**config.mk**
```make
export PLATFORM = sky130hd
export DESIGN_NAME = add_sub_sequencer
export DESIGN_NICKNAME = d
export VERILOG_FILES = /design/src/rtl/add_sub_seq_pkg.sv /design/src/rtl/key_press_detect.sv /design/src/rtl/add_sub_sequencer.sv
export SDC_FILE = /design/constraint.sdc
export NUM_CORES = 1
export LEC_CHECK = 0
export CORE_AREA = 5 5 74 76
export CTS_BUF_LIST = sky130_fd_sc_hd__clkbuf_4 sky130_fd_sc_hd__clkbuf_8
export DETAILED_ROUTE_END_ITERATION = 10
export DIE_AREA = 0 0 79 81
export DONT_BUFFER_PORTS = 1
export GPL_TIMING_DRIVEN = 0
export PLACE_DENSITY_LB_ADDON = 0.15
export SYNTH_ARGS = -nofsm -noshare
export SYNTH_HDL_FRONTEND = slang
export SYNTH_SLANG_ARGS = --single-unit
```
**constraint.sdc**
```tcl
create_clock -name CLK -period 2.08 [get_ports CLK]
set_clock_uncertainty 0.15 [all_clocks]
set_input_delay 0.416 -clock CLK [delete_from_list [all_inputs] [get_ports CLK]]
set_output_delay 0.416 -clock CLK [all_outputs]
set_load 0.02 [all_outputs]
```
**src/rtl/add_sub_seq_pkg.sv**
```systemverilog
// Shared types and constants for the push-button add/subtract sequencer.
// The state encoding doubles as the externally visible phase value.
package add_sub_seq_pkg;

    localparam int DEFAULT_N = 8;

    typedef enum logic [1:0] {
        WAIT_A = 2'd0,
        WAIT_B = 2'd1,
        EXEC   = 2'd2,
        SHOW   = 2'd3
    } state_t;

    // Bit-counter width; N is at least 2 so $clog2 never collapses to 0.
    function automatic int cnt_width(input int n);
        return (n < 2) ? 1 : $clog2(n);
    endfunction

endpackage

```
**src/rtl/key_press_detect.sv**
```systemverilog
// Synchronizes the asynchronous active-low key and emits one pulse per press.
// Holding the key or releasing it produces no further pulses.
module key_press_detect (
    input  logic CLK,
    input  logic reset,
    input  logic key_n,
    output logic press
);

    logic s1;
    logic s2;
    logic s3;

    // Two synchronizer stages plus one history stage; all idle at "released".
    always_ff @(posedge CLK) begin
        if (!reset) begin
            s1 <= 1'b1;
            s2 <= 1'b1;
            s3 <= 1'b1;
        end else begin
            s1 <= key_n;
            s2 <= s1;
            s3 <= s2;
        end
    end

    assign press = s3 & ~s2;

endmodule

```
**src/rtl/add_sub_sequencer.sv**
```systemverilog
// Press-driven controller for a bit-serial N-bit add/subtract datapath.
// Chain mode feeds each result back as the next operand A.
module add_sub_sequencer
    import add_sub_seq_pkg::*;
#(
    parameter int N = DEFAULT_N
) (
    input  logic         CLK,
    input  logic         reset,
    input  logic [N-1:0] SW,
    input  logic         key_n,
    input  logic         op_sub,
    input  logic         chain,
    output logic [N-1:0] a_q,
    output logic [N-1:0] b_q,
    output logic [N-1:0] sum_q,
    output logic         cout,
    output logic         busy,
    output logic         done,
    output logic [1:0]   phase
);

    localparam int CW = cnt_width(N);

    state_t        state;
    state_t        state_nx;
    logic          press;
    logic [CW-1:0] cnt;
    logic [N-1:0]  bw;
    logic [N-1:0]  work;
    logic          c;
    logic          last_bit;
    logic          s_bit;
    logic          c_nx;

    key_press_detect u_key (
        .CLK   (CLK),
        .reset (reset),
        .key_n (key_n),
        .press (press)
    );

    assign last_bit = (cnt == CW'(N - 1));
    assign s_bit    = a_q[cnt] ^ bw[cnt] ^ c;
    assign c_nx     = (a_q[cnt] & bw[cnt]) | (a_q[cnt] & c) | (bw[cnt] & c);

    // State register.
    always_ff @(posedge CLK) begin
        if (!reset) begin
            state <= WAIT_A;
        end else begin
            state <= state_nx;
        end
    end

    // Next-state decode and state-derived outputs.
    always_comb begin
        state_nx = state;
        busy     = 1'b0;
        phase    = state;
        unique case (state)
            WAIT_A: if (press) state_nx = WAIT_B;
            WAIT_B: if (press) state_nx = EXEC;
            EXEC: begin
                busy = 1'b1;
                if (last_bit) state_nx = SHOW;
            end
            SHOW: begin
                if (press) state_nx = chain ? WAIT_B : WAIT_A;
            end
            default: state_nx = WAIT_A;
        endcase
    end

    // Operand capture, serial adder slice and result commit.
    always_ff @(posedge CLK) begin
        if (!reset) begin
            a_q   <= '0;
            b_q   <= '0;
            sum_q <= '0;
            cout  <= 1'b0;
            done  <= 1'b0;
            cnt   <= '0;
            bw    <= '0;
            work  <= '0;
            c     <= 1'b0;
        end else begin
            done <= 1'b0;
            unique case (state)
                WAIT_A: begin
                    if (press) a_q <= SW;
                end
                WAIT_B: begin
                    if (press) begin
                        b_q <= SW;
                        bw  <= op_sub ? ~SW : SW;
                        c   <= op_sub;
                        cnt <= '0;
                    end
                end
                EXEC: begin
                    work <= {s_bit, work[N-1:1]};
                    c    <= c_nx;
                    cnt  <= cnt + 1'b1;
                    if (last_bit) begin
                        sum_q <= {s_bit, work[N-1:1]};
                        cout  <= c_nx;
                        done  <= 1'b1;
                    end
                end
                SHOW: begin
                    if (press && chain) a_q <= sum_q;
                end
                default: ;
            endcase
        end
    end

endmodule

```
### Word level (Yosys, flattened, before mapping)

Index checks and enable logic that the tools add are counted.

* flip-flop bits (word level): 51
* memories kept: 0
* bits in read-only memories: 0
* output and inout bits: 29
* input bits: 13
* latch bits: 0
* memory bits (writable): 0

* magnitude comparators: 1
* equality and inequality tests: 9
* add/sub/neg operators: 1
* reduce and logical (&&, ||, !) cells: 10
* muxes and demuxes: 20
* bitwise operators: 10
* divide/modulo/power cells: 0
* $mul: 0
* shift operators: 0

Operators with widths (count)
* $mux W8: 3
* $pmux W8 S2: 1
* $ne A2 B2 Y1 const B: 5
* $mux W2: 4
* $not A8 Y8: 1
* $pmux W2 S4: 1
* $reduce_and A2 Y1: 4
* $bmux W1 S3: 2
* $mux W1: 6
* $pmux W3 S2: 1
* $and A1 B1 Y1: 4
* $eq A2 B2 Y1 const B: 2
* $lt A3 B4 Y1 const B: 1
* $reduce_and A4 Y1: 1
* $reduce_bool A2 Y1: 2
* $add A3 B1 Y3 const B: 1
* $eq A3 B3 Y1 const B: 1
* $mux W3: 1
* $reduce_and A3 Y1: 1
* $eq A2 B1 Y1 const B: 1
* $logic_not A2 Y1: 1
* $or A1 B1 Y1: 2
* $pmux W1 S2: 1
* $xor A1 B1 Y1: 2
* other kinds (2): 2

### Longest topological paths before layout

Gate-level depths: netlist of the first run.

* depth after elaboration: 6
* gate-level depth with buffers: 7

### Cells and area by module

A second synthesis of the first run with hierarchy kept.

* cell total of the unflattened synthesis: 234
* area total of the unflattened synthesis: 2273.4 µm²

By module, submodules not included
* add_sub_sequencer: cells each 227, times used 1, area an instance 2188.3 µm²
* key_press_detect: cells each 7, times used 1, area an instance 85.1 µm²

### Worst setup path before layout of the first run

Ideal clock, no wire load.

* kind: flip-flop to flip-flop
* start: reg cnt[0]
* end: reg work[7]
* required time: 1.872 ns
* path slack: 0.076 ns
* period minus slack after synthesis: 2.004 ns
* stages on the path, launching flop included: 7
* data arrival time: 1.796 ns
* setup time: 0.058 ns
* buffers on the path: 1
* cell sequence: dfxtp_1 -> buf_2 -> mux4_2 -> mux2i_1 -> fa_1 -> nand2_1 -> o211a_1

* cells in the longest elaborated chain, start to end: 4
* elaborated cells between the ends (all ways): 6

RTL lines
* start, declared: line add_sub_sequencer.sv:28 `logic [CW-1:0] cnt;`
* start signal, assigned: line add_sub_sequencer.sv:104 `cnt <= cnt + 1'b1;`
* $bmux W1 S3: line add_sub_sequencer.sv:44 `assign s_bit = a_q[cnt] ^ bw[cnt] ^ c;`
* $mux W1 (implied by the code): line add_sub_sequencer.sv:44
* $xor A1 B1 Y1 * (2 in a row): line add_sub_sequencer.sv:44
* end signal, assigned: line add_sub_sequencer.sv:102 `work <= {s_bit, work[N-1:1]};`
* end, declared: line add_sub_sequencer.sv:30 `logic [N-1:0] work;`

Mark *: on every way between the ends. The rest lies on a longest branch, timed or not. The select of a mux whose other input is x is not followed.
A chain may end at the register's enable or synchronous reset.

### Final worst setup path of the first run

* start: reg cnt[0]
* end: reg sum_q[7]

* cells in the longest elaborated chain, start to end: 4
* elaborated cells between the ends (all ways): 8

RTL lines
* $bmux W1 S3: line add_sub_sequencer.sv:44
* $mux W1 (implied by the code): line add_sub_sequencer.sv:44
* $xor A1 B1 Y1 (2 in a row): line add_sub_sequencer.sv:44
* end signal, assigned: line add_sub_sequencer.sv:106 `sum_q <= {s_bit, work[N-1:1]};`
* end, declared: line add_sub_sequencer.sv:16 `output logic [N-1:0] sum_q,`

Several ways; a longest one is shown, not always the timed one. The select of a mux whose other input is x is not followed.

==> metrics.md, run 1 <==
| Metric | Value |
|---|---|
| WL met1 | 2350 µm |
| Synth unique cells | 32 |
| Final net count | 263 |
| Register area share after synthesis | 43.4% |
| CTS tree | yes |
| Layout area overhead | 9.54% |
| CP Capture Type | register |
| Ys async rst share | 0% |
| Total CTS buffers | 5 |
| Max incr delay on CP | 0.54 ns |
| Max frequency | 482 MHz |
| Fin. Hold Viols | 0 |
| Core Area | 0.00466 mm² |
| Type of origin of the critical path | register |
| Power per cell area | 832 mW/mm² |
| First-pass GRT wire length | 8500 µm |
| Post-route clock period utilization | 99.8% |
| HP Class | input pin to register |
| Post-Synthesis Cell Area | 0.00231 mm² |
| Starting Density | 49.5% |
| Fin. max-slew vios | 0 |
| DR top layer | met4 |
| Kind of critical path | register to register |
| ANT cells | 0 |
| Mapped Nets | 254 |
| Largest area contributor in the netlist | dfxtp_1 |
| Synth Flop Type | dfxtp_1 |
| Gpl congestion | 0.748 |
| DRC viols | 0 |
| Max-Cap Viols | 0 |
| CTS Buffer Depth | 2 |
| 1st-iter DRT viols | 99 |
| Ports | 42 |
| Post-synth EDFFs | 0 |
| Family with the most delay on the worst path | multiplexers |
| WL final | 5290 µm |
| RSZ-0062 raised after global routing | yes |
| GRT Total Usage | 17.5% |
| IO Port Bufs | 0 |
| Hold_buf cts | 0 |
| Total gr overflow | 0 |
| Crit-path slowest cell | mux4_2 |
| WL met3 | 364 µm |
| Avg Inst Size Synth | 9.91 µm² |
| Clock slew seen by the registers of the worst setup and hold paths | 0.09 ns |
| Outcome | finished, final reports clean |
| Worst EP arrival | 2.17 ns |
| Yosys reg bits | 50 |
| Post-Synthesis Cells | 233 |
| Pin count of the biggest net entering global routing | 16 |
| Worst path required time | 2.18 ns |
| DRT antenna net count | 0 |
| Largest fanout on the critical path | 4 |
| Vias per std cell | 5.62 |
| CP cell instances | buf_6 > mux4_2 > mux2i_4 > fa_1 > nand2_1 > o211a_1 |
| Worst path buffer plus inverter count | 1 |
| Via count | 1,668 |
| Final Critical Period | 2.08 ns |
| Detailed Place HPWL | 3920 µm |
| # fillers | 440 |
| Most common cell in the netlist | dfxtp_1 |
| Hold WS | 0.0337 ns |
| Number of global-route vias before repair | 1,665 |
| Layout cells sized above 1 | 14.4% |
| CTS root buf | clkbuf_8 |
| Total power | 0.00210 W |
| Static Leakage | 1.11 nW |
| Die Area | 0.00640 mm² |
| Initial antenna violation count | 0 |
| Std cell rows | 25 |
| VDD IR max | 0.409 mV |
| Die height | 81 µm |
| Number of warnings issued by yosys | 0 |
| Top cells by area, synth | dfxtp_1 (43%), o211a_1 (8.2%), mux2i_1 (7.8%) |
| Routed len/inst | 17.8 µm |
| Worst-Skew Late Latency | 0.31 ns |
| Post-synth top cells | dfxtp_1 (50), nand2_1 (47), o211a_1 (19), mux2i_1 (18), a21boi_0 (11) |
| # clock sinks | 50 |
| Synth top area share | 43.4% |
| Slew HR | 67.4% |
| CTS H-tree lvls | 2 |
| Met2 wire length | 2520 µm |
| Setup violators final | 0 |
| Worst slew pin tran | 0.489 ns |
| First-pass iteration count of the detailed router | 4 |
| DIE WIDTH | 79 µm |
## cell type report
class,count,area (µm²),area share (%)
inverter,4,15.0,0.594
multi-input combinational,162,1240,48.9
timing repair buffer,2,15.0,0.594
tap,54,67.6,2.67
clock inverter,2,12.5,0.495
clock buffer,6,82.6,3.27
sequential,50,1010,39.8
buffer,17,93.8,3.71
## where the power goes
part | internal, W | switching, W
sequential | 0.00102 | 0.0000904
combinational | 0.000192 | 0.000213
clock | 0.000268 | 0.000326
total | 0.00147 | 0.000629
## registers in the layout, indices dropped and copies added (netlist names), 2 cells and up
| signal | cells |
|---|---|
| bw | 8 |
| a_q | 8 |
| sum_q | 8 |
| work | 7 |
| cnt | 3 |
| b_q | 8 |
| phase | 2 |
## per-stage QoR
stage / setup TNS (ns) / setup WS (ns) / instance area, µm² / utilization (%) / std cells
after floorplan: 0 / 0.0760 / 2310 / - / 233
after global placement: -0.274 / -0.134 / 2380 / 51.0 / 287
after detailed placement: -0.249 / -0.118 / 2380 / 51.0 / 287
after CTS: 0 / 0.00651 / 2510 / 53.9 / 296
after global routing: -0.132 / -0.0663 / 2530 / 54.3 / 297
final: 0 / 0.00378 / 2530 / 54.3 / 297
## cells in the final DEF (no fill, tap or decap)
master,n
o31ai_1,1
a21boi_1,5
and2_4,1
and2_1,1
clkbuf_1,5
nor2_1,1
buf_2,9
clkbuf_8,6
a221oi_2,1
clkinvlp_4,1
ha_1,7
dfxtp_2,4
xnor2_1,8
buf_4,3
nand2b_1,4
nor2b_1,8
nand2_1,47
mux4_2,4
mux2i_1,16
and3_1,5
nor3_1,1
buf_6,2
fa_1,1
and3b_1,1
mux2_4,1
a21oi_1,2
a211o_1,1
clkinv_2,1
inv_1,4
nand3_1,9
a21boi_0,11
o211a_1,19
nand3b_1,1
mux2i_4,2
o21a_1,3
o22ai_1,1
dfxtp_1,46
## logic make-up (layout without fill, tap and decap cells)
family                     count (synthesis)  count (layout)  share of synthesized area (%)
AOI/OAI and AO/OA                         44              44                           16.2
xor gates and xnor gates                   8               8                           3.04
adders and majority gates                  8               8                           4.66
buffers and inverters                     21              31                           4.44
DFF                                       50              50                           43.4
muxes                                     23              23                           12.4
and+or+nand+nor                           79              79                           15.9
## path summary, 6_finish.rpt
| kind | to | cells past startpoint | slack (ns) | from |
|---|---|---|---|---|
| setup reg to reg | sum_q[7] | 6 | 0.004 | cnt[0] |
| setup / recovery | sum_q[7] | 6 | 0.004 | cnt[0] |
| hold reg to reg | u_key.s2 | 1 | 0.27 | u_key.s1 |
| hold / removal | u_key.s3 | 1 | 0.03 | reset |
## routing by layer
| layer | up-vias | GRT usage (%) |
|---|---|---|
| li1 | 827 | - |
| met1 | 794 | 20.2 |
| met2 | 41 | 30.5 |
| met3 | 6 | 6.10 |
| met4 | 0 | 5.50 |
| met5 | - | 0 |
## repair_timing
item                                   4_1_cts  5_1_grt
gates resized for setup                      9        2
setup buffers                                1        1
pin swaps                                    1        3
setup endpoints to repair                    3       22
endpoints found under the hold margin        0        0
Power figures use the tool's default switching activity.
==> run 2: changes to the inputs <==
Settings changed: ABC_AREA set to 1, MAX_ROUTING_LAYER set to met4.
==> run 2 against run 1 <==
Critical path depth is the same. Via count grew 15%. Total power grew 18%. Non-clock buffer count shrank 6. Clock power shrank 4.7%. Fmax grew 8.0%. Core utilization shrank 2.2 points. Area after synthesis shrank 2.3%. Combinational power grew 75%. Count of clock-buffer cells in the layout shrank 1. Sequential power grew 8%. Die area is the same. Critical endpoint is now cout. Largest power group unchanged.
==> metrics.md, run 2 <==
| Metric | Value |
|---|---|
| Outcome | finished, final reports clean |
| Crit-path slowest cell | dfxtp_1 |
| First-pass GRT wire length | 8930 µm (+5.0%) |
| Type of origin of the critical path | register |
| Setup_tns | 0 ns (unchanged) |
| Detailed Place HPWL | 4170 µm (+6.2%) |
| CP cell instances | inv_1 > ha_2 > nand2_2 > clkinvlp_4 > nand2_1 > o21ai_0 |
| Avg Inst Size Synth | 7.21 µm² (-27%) |
| NetSw | 0.000931 W (+48%) |
| Share of power burned in registers | 48.6% (-4.0 points) |
| Placed instance area | 0.00232 mm² (-2.2%) |
| GRT Total Usage | 18.7% (+1.2 points) |
| Cts repair resizes | 1 (-8) |
| ANT cells | 0 (unchanged) |
| Worst path required time | 2.13 ns (-0.05 ns) |
| Top cells by area, synth | dfxtp_1 (44%), nand2_1 (13%), nor2_1 (9.0%) |
| Final instance area | 0.00243 mm² (-4.0%) |
| WL final | 5420 µm (+2.3%) |
| Largest fanout on the critical path | 10 (+6) |
| Clk pwr share | 22.8% (-5.4 points) |
| Clock slew seen by the registers of the worst setup and hold paths | 0.09 ns (about the same) |
| Yosys reg bits | 50 (unchanged) |
| Post-Synthesis Cells | 313 (+34%) |
| Most common cell after layout, fill and taps aside | nand2_1 |
| Ys async rst share | 0% (unchanged) |
| Post-Synthesis Cell Area | 0.00226 mm² (-2.3%) |
| Ports | 42 (unchanged) |
| Max incr delay on CP | 0.50 ns (-0.04 ns) |
| CTS Buffer Depth | 2 (unchanged) |
| 1st-iter DRT viols | 116 (+17%) |
| Sw Share | 37.6% (+7.7 points) |
| CTS H-tree lvls | 2 (unchanged) |
| Synth top area share | 44.4% (+1.0 points) |
| Synth Flop Type | dfxtp_1 |
| Total gr overflow | 0 (unchanged) |
| CTS root buf | clkbuf_8 |
| CP Capture Type | register |
| Hold_buf cts | 0 (unchanged) |
| Std cell rows | 25 (unchanged) |
| Initial antenna violation count | 0 (unchanged) |
| Register area share after synthesis | 44.4% (+1.0 points) |
| Core Area | 0.00466 mm² (unchanged) |
| Layout area overhead | 7.60% |
| Worst EP arrival | 1.97 ns (-0.20 ns) |
| DRT antenna net count | 0 (unchanged) |
| Pin count of the biggest net entering global routing | 17 (+1) |
| Mapped Nets | 334 (+31%) |
| Post-CTS Setup Inserts | 0 (-1) |
| Slew HR | 64.4% (-3.0 points) |
| DRC viols | 0 (unchanged) |
| VDD IR max | 0.407 mV (-0.52%) |
| Worst path buffer plus inverter count | 2 (+1) |
| Worst-Skew Late Latency | 0.30 ns (about the same) |
| First-pass iteration count of the detailed router | 4 (unchanged) |
| HP Class | input pin to register |
| Most common cell in the netlist | nand2_1 |
| Max-Cap Viols | 0 (unchanged) |
| Comb pwr share | 28.6% (+9.4 points) |
| Routed len/inst | 14.4 µm (-19%) |
| Number of global-route vias before repair | 1,827 (+9.7%) |
| Via count | 1,913 (+15%) |
| Die height | 81 µm (unchanged) |
| Static Leakage | 0.983 nW (-12%) |
| Final Critical Period | 1.92 ns (-0.154 ns) |
| Fin. max-slew vios | 0 (unchanged) |
| IO Port Bufs | 0 (unchanged) |
| DIE WIDTH | 79 µm (unchanged) |
| Largest area contributor in the netlist | dfxtp_1 |
| Worst setup margin | 0.158 ns (+0.154 ns) |
| Die Area | 0.00640 mm² (unchanged) |
| Int Power | 0.00155 W (+4.8%) |
| Layout cells sized above 1 | 9.03% (-5.4 points) |
| Gpl congestion | 0.827 (+10%) |
| Final core utilization | 52.1% (-2.2 points) |
| # clock sinks | 50 (unchanged) |
| Post-synth top cells | nand2_1 (78), nor2_1 (54), dfxtp_1 (50), o21ai_0 (28), a21oi_1 (26) |
| Total CTS buffers | 5 (unchanged) |
| Max frequency | 520 MHz (+8.0%) |
| Final net count | 341 (+30%) |
| Number of warnings issued by yosys | 0 (unchanged) |
| Starting Density | 48.4% (-1.1 points) |
| Placed cells | 367 (+28%) |
| Setup violators final | 0 (unchanged) |
| Commonest non-fill, non-tap cells in the layout | nand2_1 (78), nor2_1 (54), dfxtp_1 (49), o21ai_0 (27), a21oi_1 (26) |
| Post-route clock period utilization | 92.4% (-7.4 points) |
| Family with the most delay on the worst path | flip-flops |
| Post-synth EDFFs | 0 (unchanged) |
| Power per cell area | 1020 mW/mm² (+23%) |
| Synth unique cells | 21 (-34%) |
| Final cell count without fillers | 375 (+26%) |
| Fin. Hold Viols | 0 (unchanged) |
| CTS tree | yes |
| Worst slew pin tran | 0.534 ns (+0.0450 ns) |
| Vias per std cell | 5.10 (-9.2%) |
| Kind of critical path | register to register |
| Pre-CTS worst setup slack | 0.0104 ns (+0.129 ns) |
run 2: cell count changes after synthesis, sizes merged, moves of 18 or more:
| cell | delta |
|---|---|
| a21oi | +24 |
| mux2i | -18 |
| nand2 | +35 |
| nor2 | +54 |
| o211a | -19 |
| o21ai | +28 |
run 2: power groups by stage:
stage / Combinational, W / Sequential (W) / Clock [W]
after floorplan: 0.000553 / 0.00120 / 0
after global placement: 0.000692 / 0.00122 / 0
after detailed placement: 0.000697 / 0.00123 / 0
after CTS: 0.000705 / 0.00120 / 0.000580
after global routing: 0.000815 / 0.00122 / 0.000622
final: 0.000708 / 0.00120 / 0.000565
run 2: per-layer routing:
layer  routed length [µm]  GRT usage [%]  part of all wire (%)
met4                   78           6.70                   1.4
met1                 2440           22.7                    45
met2                 2580           30.6                    48
met5                    0              -                     0
met3                  309           4.21                   5.7
run 2: final timing paths:
check / start / endpoint / slack, ns / cells after the start
max: phase[0] / cout / 0.16 / 6
min: key_n / u_key.s1 / 0.06 / 1
max reg2reg: phase[0] / cout / 0.16 / 6
min reg2reg: u_key.s1 / u_key.s2 / 0.27 / 1
run 2: final cells by class:
type,instances,area (µm²)
plain buffers,13,76.3
clock buffers,5,68.8
clock inverters,3,21.3
fillers,470,2230
inverters,15,60.1
multi-input cells,235,1130
flip-flops and latches,50,1000
well taps,54,67.6
run 2: logic make-up after synthesis:
group,share of synthesized area (%)
simple gates,30.2
compound gates,12.0
flops,44.4
buf+inv,5.60
xor+xnor,3.11
fa+ha+maj,4.77
run 2: per-stage QoR:
stage                     power (W)  hold slack [ns]
after floorplan             0.00175            0.243
after global placement      0.00192            0.245
after detailed placement    0.00192            0.248
after CTS                   0.00249           0.0495
after global routing        0.00266           0.0471
final                       0.00248           0.0578
==> run 3: changes to the inputs <==
Settings changed: CORE_AREA 5 5 74 76 to 2 2 71 73, DIE_AREA 0 0 79 81 to 0 0 73 75, GPL_ROUTABILITY_DRIVEN set to 0.
==> run 3 against run 2 <==
Via count is 0.84% higher. Non-clock buffer count stayed put. Fmax increased by 4.5%. Design area up 1.4%. Total power grew 5.6%. First-iteration DRC count shrank 17%. Worst hold slack worse by 0.0069 ns. Global-route usage rose by 3.0 points. Register-to-register slack improved by 0.08 ns. Cell count stayed put. Sequential power about the same.
==> metrics.md, run 3 (synthesis results as in run 2) <==
| Metric | Value |
|---|---|
| Outcome | finished, final reports clean |
| Type of origin of the critical path | register |
| Kind of critical path | register to register |
| Total gr overflow | 0 (unchanged) |
| Max-Cap Viols | 0 (unchanged) |
| Std cell rows | 25 (unchanged) |
| Starting Density | 48.4% (unchanged) |
| CTS Buffer Depth | 2 (unchanged) |
| Worst path buffer plus inverter count | 0 (-2) |
| Worst setup margin | 0.241 ns (+0.0831 ns) |
| Crit. Startpoint | a_q[6] |
| CTS root buf | clkbuf_8 |
| CP cell instances | nor2_1 > nor2_1 > o21ai_0 > nand3_1 > nand2_1 > fa_2 > o21ai_0 > nand2_1 > a21oi_1 |
| VDD IR max | 0.649 mV (+60%) |
| First-pass GRT wire length | 8600 µm (-3.6%) |
| Clock slew seen by the registers of the worst setup and hold paths | 0.09 ns (about the same) |
| Fin. max-slew vios | 0 (unchanged) |
| Layout area overhead | 9.10% |
| Family with the most delay on the worst path | flip-flops |
| Routed len/inst | 14.5 µm (+0.31%) |
| Static Leakage | 0.992 nW (+0.94%) |
| CTS H-tree lvls | 2 (unchanged) |
| IO Port Bufs | 0 (unchanged) |
| Pre-CTS worst setup slack | -0.00859 ns (-0.0190 ns) |
| Largest fanout on the critical path | 3 (-7) |
| CP Capture Type | register |
| Worst EP arrival | 1.93 ns (-0.04 ns) |
| Max incr delay on CP | 0.47 ns (-0.03 ns) |
| Ports | 42 (unchanged) |
| DRC viols | 0 (unchanged) |
| CTS tree | yes |
| First-pass iteration count of the detailed router | 5 (+1) |
| DRT antenna net count | 0 (unchanged) |
| Fin. Hold Viols | 0 (unchanged) |
| Setup violators final | 0 (unchanged) |
| Power per cell area | 1060 mW/mm² (+4.2%) |
| Total CTS buffers | 5 (unchanged) |
| Number of global-route vias before repair | 1,723 (-5.7%) |
| Die height | 75 µm (-7.4%) |
| ANT cells | 0 (unchanged) |
| Initial antenna violation count | 0 (unchanged) |
| # clock sinks | 50 (unchanged) |
| DIE WIDTH | 73 µm (-7.6%) |
| Total power | 0.00262 W (+5.6%) |
| Die Area | 0.00548 mm² (-14%) |
| HP Class | input pin to register |
| Pin count of the biggest net entering global routing | 17 (unchanged) |
| Commonest non-fill, non-tap cells in the layout | nand2_1 (78), nor2_1 (54), dfxtp_1 (45), o21ai_0 (28), a21oi_1 (26) |
| Max frequency | 544 MHz (+4.5%) |
| GRT Total Usage | 21.7% (+3.0 points) |
| Hold_buf cts | 0 (unchanged) |
| Placed cells | 367 (unchanged) |
| 1st-iter DRT viols | 96 (-17%) |
| Worst slew pin tran | 0.508 ns (-0.0256 ns) |
| RSZ-0062 raised after global routing | no |
| Layout cells sized above 1 | 10.6% (+1.6 points) |
| Crit-path slowest cell | dfxtp_1 |
| Via count | 1,929 (+0.84%) |
| Worst-Skew Late Latency | 0.31 ns (about the same) |
| Vias per std cell | 5.14 (+0.84%) |
| Post-route clock period utilization | 88.4% (-4.0 points) |
| RR Startpoint | a_q[6] |
| Most common cell after layout, fill and taps aside | nand2_1 |
| Detailed Place HPWL | 4110 µm (-1.3%) |
| Final cell count without fillers | 375 (unchanged) |
| Hold_sp | key_n |
| Final core utilization | 52.8% (+0.72 points) |
| Final net count | 341 (unchanged) |
| Post-CTS Setup Inserts | 0 (unchanged) |
| Final Critical Period | 1.84 ns (-0.0831 ns) |
| Worst path required time | 2.18 ns (+0.05 ns) |
| WL final | 5430 µm (+0.31%) |
| Slew HR | 66.1% (+1.7 points) |
| Placed instance area | 0.00232 mm² (unchanged) |
| Final instance area | 0.00246 mm² (+1.4%) |
| Core Area | 0.00466 mm² (unchanged) |
-- run 3: changes by cell type in the layout (fill, tap and decap cells not counted) --
cell	delta
dfxtp_1	-4
dfxtp_2	+3
bufinv_16	+1
clkinv_2	-1
clkinv_4	-1
clkinvlp_4	+1
dfxtp_4	+1
fa_1	-1
fa_2	+1
o21ai_0	+1
o21ai_1	-1
-- run 3: worst paths after layout --
check | endpoint | slack (ns) | depth (start not counted)
min reg2reg | u_key.s2 | 0.27 | 1
max reg2reg | c | 0.24 | 9
min | u_key.s1 | 0.05 | 1
max | c | 0.24 | 9
-- run 3: repair_timing --
action	in CTS	in global routing
resized for setup	1	11
setup endpoints to repair	1	4
hold endpoints to repair	0	0
cloned	0	0
-- run 3: per-layer routing --
metal	track usage, %	vias to the layer above	wire, µm
li1	-	1014	-
met1	28.1	872	2530
met2	33.0	35	2560
met3	5.35	8	254
met4	7.82	0	87
met5	-	-	0
-- run 3: area by class of cell --
type                       count  area (µm²)
multi-input combinational    235        1130
clock inverter                 3        45.0
fill                         475        2200
sequential                    50        1010
clock buffer                   5        68.8
inverter                      15        60.1
tap                           54        67.6
buffer                        13        76.3
-- run 3: stage by stage --
stage	hold slack, ns	setup TNS (ns)
floorplan	0.243	0
global placement	0.248	0
detailed placement	0.257	-0.00859
CTS	0.0488	0
global route	0.0476	0
finish	0.0509	0
-- run 3: where the power goes --
part           leakage, nW  total, W  internal, W  switching [W]
logic                0.533  0.000714     0.000247       0.000467
clock network       0.0504  0.000690     0.000358       0.000333
registers            0.408   0.00121      0.00107       0.000140
